### src/rtl/in_xif.sv
// CORE-V-XIF interface types shared by the FPU model and its neighbours.
// Provides the result-channel payload x_result_t and its id width.
package in_xif;

  localparam int unsigned X_ID_WIDTH  = 4;
  localparam int unsigned X_RFW_WIDTH = 32;

  typedef struct packed {
    logic [X_ID_WIDTH-1:0]  id;
    logic [X_RFW_WIDTH-1:0] data;
    logic [4:0]             rd;
    logic                   we;
    logic [2:0]             ecswe;
    logic [5:0]             ecsdata;
    logic                   exc;
    logic [5:0]             exccode;
    logic                   err;
    logic                   dbg;
  } x_result_t;

endpackage

### src/rtl/pa_rvfpm.sv
// Configuration constants for the rvfpm FPU model and its attached buffers.
package pa_rvfpm;

  // Number of entries in the result buffer between the FPU and the core.
  localparam int unsigned RESULT_BUF_DEPTH = 4;

endpackage

### src/rtl/rvfpm_fifo_mem.sv
// Register-array storage for small FIFOs: one synchronous write port and one
// asynchronous (combinational) read port. Contents are not reset.
//   ck_i     clock, rising edge
//   we_i     write enable
//   waddr_i  write address
//   wdata_i  write data
//   raddr_i  read address
//   rdata_o  read data (combinational from raddr_i)
module rvfpm_fifo_mem #(
  parameter int unsigned DEPTH = 4,
  parameter int unsigned WIDTH = 8,
  parameter int unsigned AW    = $clog2(DEPTH)
) (
  input  logic             ck_i,
  input  logic             we_i,
  input  logic [AW-1:0]    waddr_i,
  input  logic [WIDTH-1:0] wdata_i,
  input  logic [AW-1:0]    raddr_i,
  output logic [WIDTH-1:0] rdata_o
);

  logic [WIDTH-1:0] mem_q [DEPTH];

  always_ff @(posedge ck_i) begin
    if (we_i) begin
      mem_q[waddr_i] <= wdata_i;
    end
  end

  assign rdata_o = mem_q[raddr_i];

endmodule

### src/rtl/rvfpm_result_buffer.sv
// Elastic FIFO on the CORE-V-XIF result channel between the FPU model and the
// core. Absorbs results while the core stalls writeback and replays them in
// order. in_ready depends only on registered occupancy (no ready pass-through)
// and there is no in-to-out bypass, so minimum latency is one cycle.
//   ck          clock, rising edge
//   rst         asynchronous reset, active low
//   flush       synchronous clear of all entries (wins over push/pop)
//   in_valid    FPU result valid
//   in_ready    buffer can accept (to FPU result_ready)
//   in_result   FPU result payload
//   out_valid   result valid toward the core
//   out_ready   core accepts the head result
//   out_result  head payload, zero while empty
//   count       current occupancy
//   max_count   high-water mark of count since reset or flush
module rvfpm_result_buffer #(
  parameter int unsigned DEPTH      = pa_rvfpm::RESULT_BUF_DEPTH,
  parameter int unsigned X_ID_WIDTH = in_xif::X_ID_WIDTH,
  parameter int unsigned CNT_W      = $clog2(DEPTH) + 1
) (
  input  logic               ck,
  input  logic               rst,
  input  logic               flush,
  input  logic               in_valid,
  output logic               in_ready,
  input  in_xif::x_result_t  in_result,
  output logic               out_valid,
  input  logic               out_ready,
  output in_xif::x_result_t  out_result,
  output logic [CNT_W-1:0]   count,
  output logic [CNT_W-1:0]   max_count
);

  localparam int unsigned       AW       = $clog2(DEPTH);
  localparam logic [CNT_W-1:0]  FULL_CNT = CNT_W'(DEPTH);

  if (DEPTH < 2 || (DEPTH & (DEPTH - 1)) != 0) begin : g_bad_depth
    $error("rvfpm_result_buffer: DEPTH must be a power of two >= 2");
  end
  if (X_ID_WIDTH != in_xif::X_ID_WIDTH) begin : g_bad_id_width
    $error("rvfpm_result_buffer: X_ID_WIDTH differs from x_result_t.id width");
  end
  if (CNT_W < $clog2(DEPTH) + 1) begin : g_bad_cnt_width
    $error("rvfpm_result_buffer: CNT_W too narrow to hold DEPTH");
  end

  logic [AW-1:0]     wr_ptr_q, wr_ptr_d;
  logic [AW-1:0]     rd_ptr_q, rd_ptr_d;
  logic [CNT_W-1:0]  count_q, count_d;
  logic [CNT_W-1:0]  max_q, max_d;
  logic              push, pop;
  in_xif::x_result_t head;

  rvfpm_fifo_mem #(
    .DEPTH (DEPTH),
    .WIDTH ($bits(in_xif::x_result_t))
  ) u_mem (
    .ck_i    (ck),
    .we_i    (push),
    .waddr_i (wr_ptr_q),
    .wdata_i (in_result),
    .raddr_i (rd_ptr_q),
    .rdata_o (head)
  );

  // Full/empty come from the occupancy counter, since equal pointers are
  // ambiguous between the two.
  assign in_ready   = (count_q != FULL_CNT);
  assign out_valid  = (count_q != '0);
  assign out_result = out_valid ? head : '0;
  assign count      = count_q;
  assign max_count  = max_q;

  always_comb begin
    push     = in_valid && in_ready && !flush;
    pop      = out_valid && out_ready && !flush;
    wr_ptr_d = wr_ptr_q;
    rd_ptr_d = rd_ptr_q;
    count_d  = count_q;
    max_d    = max_q;
    if (flush) begin
      wr_ptr_d = '0;
      rd_ptr_d = '0;
      count_d  = '0;
      max_d    = '0;
    end else begin
      if (push) begin
        wr_ptr_d = wr_ptr_q + AW'(1);
      end
      if (pop) begin
        rd_ptr_d = rd_ptr_q + AW'(1);
      end
      if (push && !pop) begin
        count_d = count_q + CNT_W'(1);
      end else if (pop && !push) begin
        count_d = count_q - CNT_W'(1);
      end
      max_d = (count_d > max_q) ? count_d : max_q;
    end
  end

  always_ff @(posedge ck or negedge rst) begin
    if (!rst) begin
      wr_ptr_q <= '0;
      rd_ptr_q <= '0;
      count_q  <= '0;
      max_q    <= '0;
    end else begin
      wr_ptr_q <= wr_ptr_d;
      rd_ptr_q <= rd_ptr_d;
      count_q  <= count_d;
      max_q    <= max_d;
    end
  end

endmodule

### config.mk
export PLATFORM = sky130hd
export DESIGN_NAME = rvfpm_result_buffer
export DESIGN_NICKNAME = d
export VERILOG_FILES = /design/src/rtl/in_xif.sv /design/src/rtl/pa_rvfpm.sv /design/src/rtl/rvfpm_fifo_mem.sv /design/src/rtl/rvfpm_result_buffer.sv
export SDC_FILE = /design/constraint.sdc
export NUM_CORES = 1
export LEC_CHECK = 0
export BUFFER_PORTS_ARGS = -buffer_cell sky130_fd_sc_hd__buf_2
export CAP_MARGIN = 10
export CORE_MARGIN = 4
export CORE_UTILIZATION = 55
export CTS_CLUSTER_DIAMETER = 60
export DETAILED_ROUTE_END_ITERATION = 8
export GPL_ROUTABILITY_DRIVEN = 0
export PLACE_DENSITY = 0.88
export SLEW_MARGIN = 10
export SYNTH_ARGS = -nofsm -noshare
export SYNTH_HDL_FRONTEND = slang
export SYNTH_HIERARCHICAL = 1
export SYNTH_SLANG_ARGS = --single-unit
### constraint.sdc
create_clock -name ck -period 19.11 [get_ports ck]
set_input_delay 2.8665 -clock ck [delete_from_list [all_inputs] [get_ports ck]]
set_output_delay 2.8665 -clock ck [all_outputs]
set_load 0.01 [all_outputs]
==> qor.yml <==
detailed_routing:
  met3WireLength_um: 1040
  drc_errors: 0
  drt-met1-wl_um: 7060
  ant_nets: 0
  totalWireLength_um: 17800
  top_layer: "met5"
  drtIter0Drc: 206
  first_pass_iters: 4
  route.vias.total: 4725
  wl_per_cell_um: 21.1
  avgViaCountPerCell: 5.61
  dr_wl_met2_um: 9250
yosys:
  synth_top_flop_cell: "edfxtp_1"
  ys_ff_latch: 250
  syn_area_um2: 9820
  syn_area_per_cell_um2: 21.6
  synth_cells: 454
  yosysWarnings: 6
  synth_common_cells: "240 x edfxtp_1, 61 x and2_1, 60 x mux4_2"
  synth_cell_types: 34
  yosys-top-cells-area: "edfxtp_1 73%, mux4_2 14%, and2_1 3.9%, dfrtp_1 2.5%, buf_12 1.2%"
  synth_edf_count: 240
  synth_top_cell_by_area: "edfxtp_1"
  yosysMostFrequentCell: "edfxtp_1"
  async_reset_ff_frac: 0.0400
  synth.top_cell.area_share: 0.734
  syn_nets: 525
  ys_seq_area_frac: 0.760
clock_network:
  cts_max_path_buffers: 3
  cts.htree.levels: 1
  numClockSinks: 250
  hold_buffers: 0
  cts_setup_buffers: 0
  cts_buffers: 25
  root_buffer: "clkbuf_16"
  worstSkewPairLatency_ns: 0.50
  cts-resized-gates: 0
  cts_tree: "built"
  clk_pin_slew_ns: 0.06
setup_path:
  path_class: "reg2out"
  reg2reg_depth: 13
  arrival_ns: 2.83
  path_max_fanout: 50
  end_kind: "output port"
  cp-start-kind: "register"
  critPathRequiredTime_ns: 16.24
floorplanning:
  fp.coreArea_um2: 17400
  io-pin-count: 133
  start_util: 0.564
  rows: 48
  die_w_um: 142
  die_h_um: 142
  dieArea_um2: 20000
sta:
  drv_slew: 0
  fin_worst_skew_ns: 0.00462
  setup_viol: 0
  timing.final.ws_setup_ns: 13.41
  period_share: 0.298
  hold_violations: 0
  rsz0062_at_grt: "false"
  worst_slew_pin_slew_ns: 0.950
  timing.fmax_mhz: 176
  finalCriticalPeriod_ns: 5.70
  tns_ns: 0
  slew_headroom: 0.367
min_path:
  hold_path.class: "reg2reg"
  holdPathStages: 2
placed_design:
  port_buffers: 132
  place_ws_ns: 13.83
  hpwl_um: 10700
grt:
  gr-total-overflow: 0
  grt_pass1_vias: 5134
  antenna_found_initial: 2
  grt.total_usage: 0.182
  grt_pass1_wl_um: 28300
  grt_max_degree: 62
final_layout:
  drive_gt1_frac: 0.396
  nNetsFinal: 668
  synthToLayoutAreaGrowth_pct: 16.3
power:
  power_mw: 1.58
  powerDensity_nw_per_um2: 138
  p_leak_nw: 3.99
  peakVddDrop_uv: 97.9
job:
  drv_cap: 0
outcome:
  status: "finished, final reports clean"
[per-layer routing]
metal | track usage | vias up
met4 | 0.0561 | 2
met1 | 0.244 | 2398
met3 | 0.0273 | 34
li1 | - | 2117
met2 | 0.313 | 174
met5 | 0 | -
[placed cells by master, fill, tap and decap left out, types with 2 or more instances in the layout]
cell type	netlist	layout
and3b_2	0	2
a32oi_1	2	2
clkbuf_16	0	25
buf_4	0	7
clkinv_1	0	7
o22ai_1	2	2
o21ai_0	2	2
nand2b_1	5	4
and2_1	61	61
clkinv_2	0	4
buf_2	6	132
mux4_2	60	60
xnor2_1	2	2
nand2_1	3	3
nor2_1	8	8
a21oi_1	2	2
dfrtp_1	10	8
nand3_1	3	3
edfxtp_1	240	240
inv_1	5	5
bufinv_16	0	3
clkbuf_1	8	5
xor2_1	6	6
ha_1	6	6
[critical path: stages (launching register included)]
cell,delay [ns]
dfrtp_4,0.58
buf_4,0.80
mux4_2,0.60
and2_1,0.17
buf_2,0.15
[cell families after synthesis]
group                    count (synthesis)  share of synthesized area
AO/OA/AOI/OAI                           15                     0.0107
adder cells (fa/ha/maj)                  6                    0.00765
AND/OR/NAND/NOR                         86                     0.0530
buffers and inverters                   28                     0.0229
XOR/XNOR                                 8                    0.00714
multiplexers                            61                      0.139
flip-flops                             250                      0.760
[through the flow]
step	hold WS (ns)	instances	util	instance area (um2)
after floorplan	0.503	454	-	9820
after CTS	0.566	841	0.656	11400
after global placement	0.554	795	0.610	10600
after detailed placement	0.555	795	0.610	10600
final	0.567	842	0.656	11400
after global routing	0.590	842	0.656	11400
[report_power, final]
group | total (mW) | switching, mW | internal [mW]
clock | 0.466 | 0.185 | 0.280
combinational | 0.454 | 0.239 | 0.215
sequential | 0.661 | 0.0207 | 0.641
[worst paths after layout]
check / start / end / slack [ns]
min: max_count[1]$_DFFE_PN0P_ / max_count[1]$_DFFE_PN0P_ / 0.57
max: rd_ptr_q[0]$_DFFE_PN0P_ / out_result[6] / 13.41
min reg2reg: max_count[1]$_DFFE_PN0P_ / max_count[1]$_DFFE_PN0P_ / 0.57
min in group asynchronous: rst / rd_ptr_q[0]$_DFFE_PN0P_ / 2.23
max reg2reg: count[0]$_DFF_PN0_ / max_count[1]$_DFFE_PN0P_ / 15.28
max in group asynchronous: rst / rd_ptr_q[0]$_DFFE_PN0P_ / 16.64
[sequential cells by signal, indices dropped and copies added (netlist names)]
register,cells
count,3
max_count,3
rd_ptr_q,2
u_mem/mem_q,240
wr_ptr_q,2
[area by class of cell]
class / count / area, um2
multi-input cells: 176 / 2140
repair buffers: 139 / 713
diodes: 1 / 2.50
fillers: 1169 / 6000
clock buffers: 30 / 644
inverters: 5 / 18.8
well taps: 225 / 282
flip-flops and latches: 250 / 7460
clock inverters: 16 / 153
Note: power is estimated with default switching activity, not from simulation.
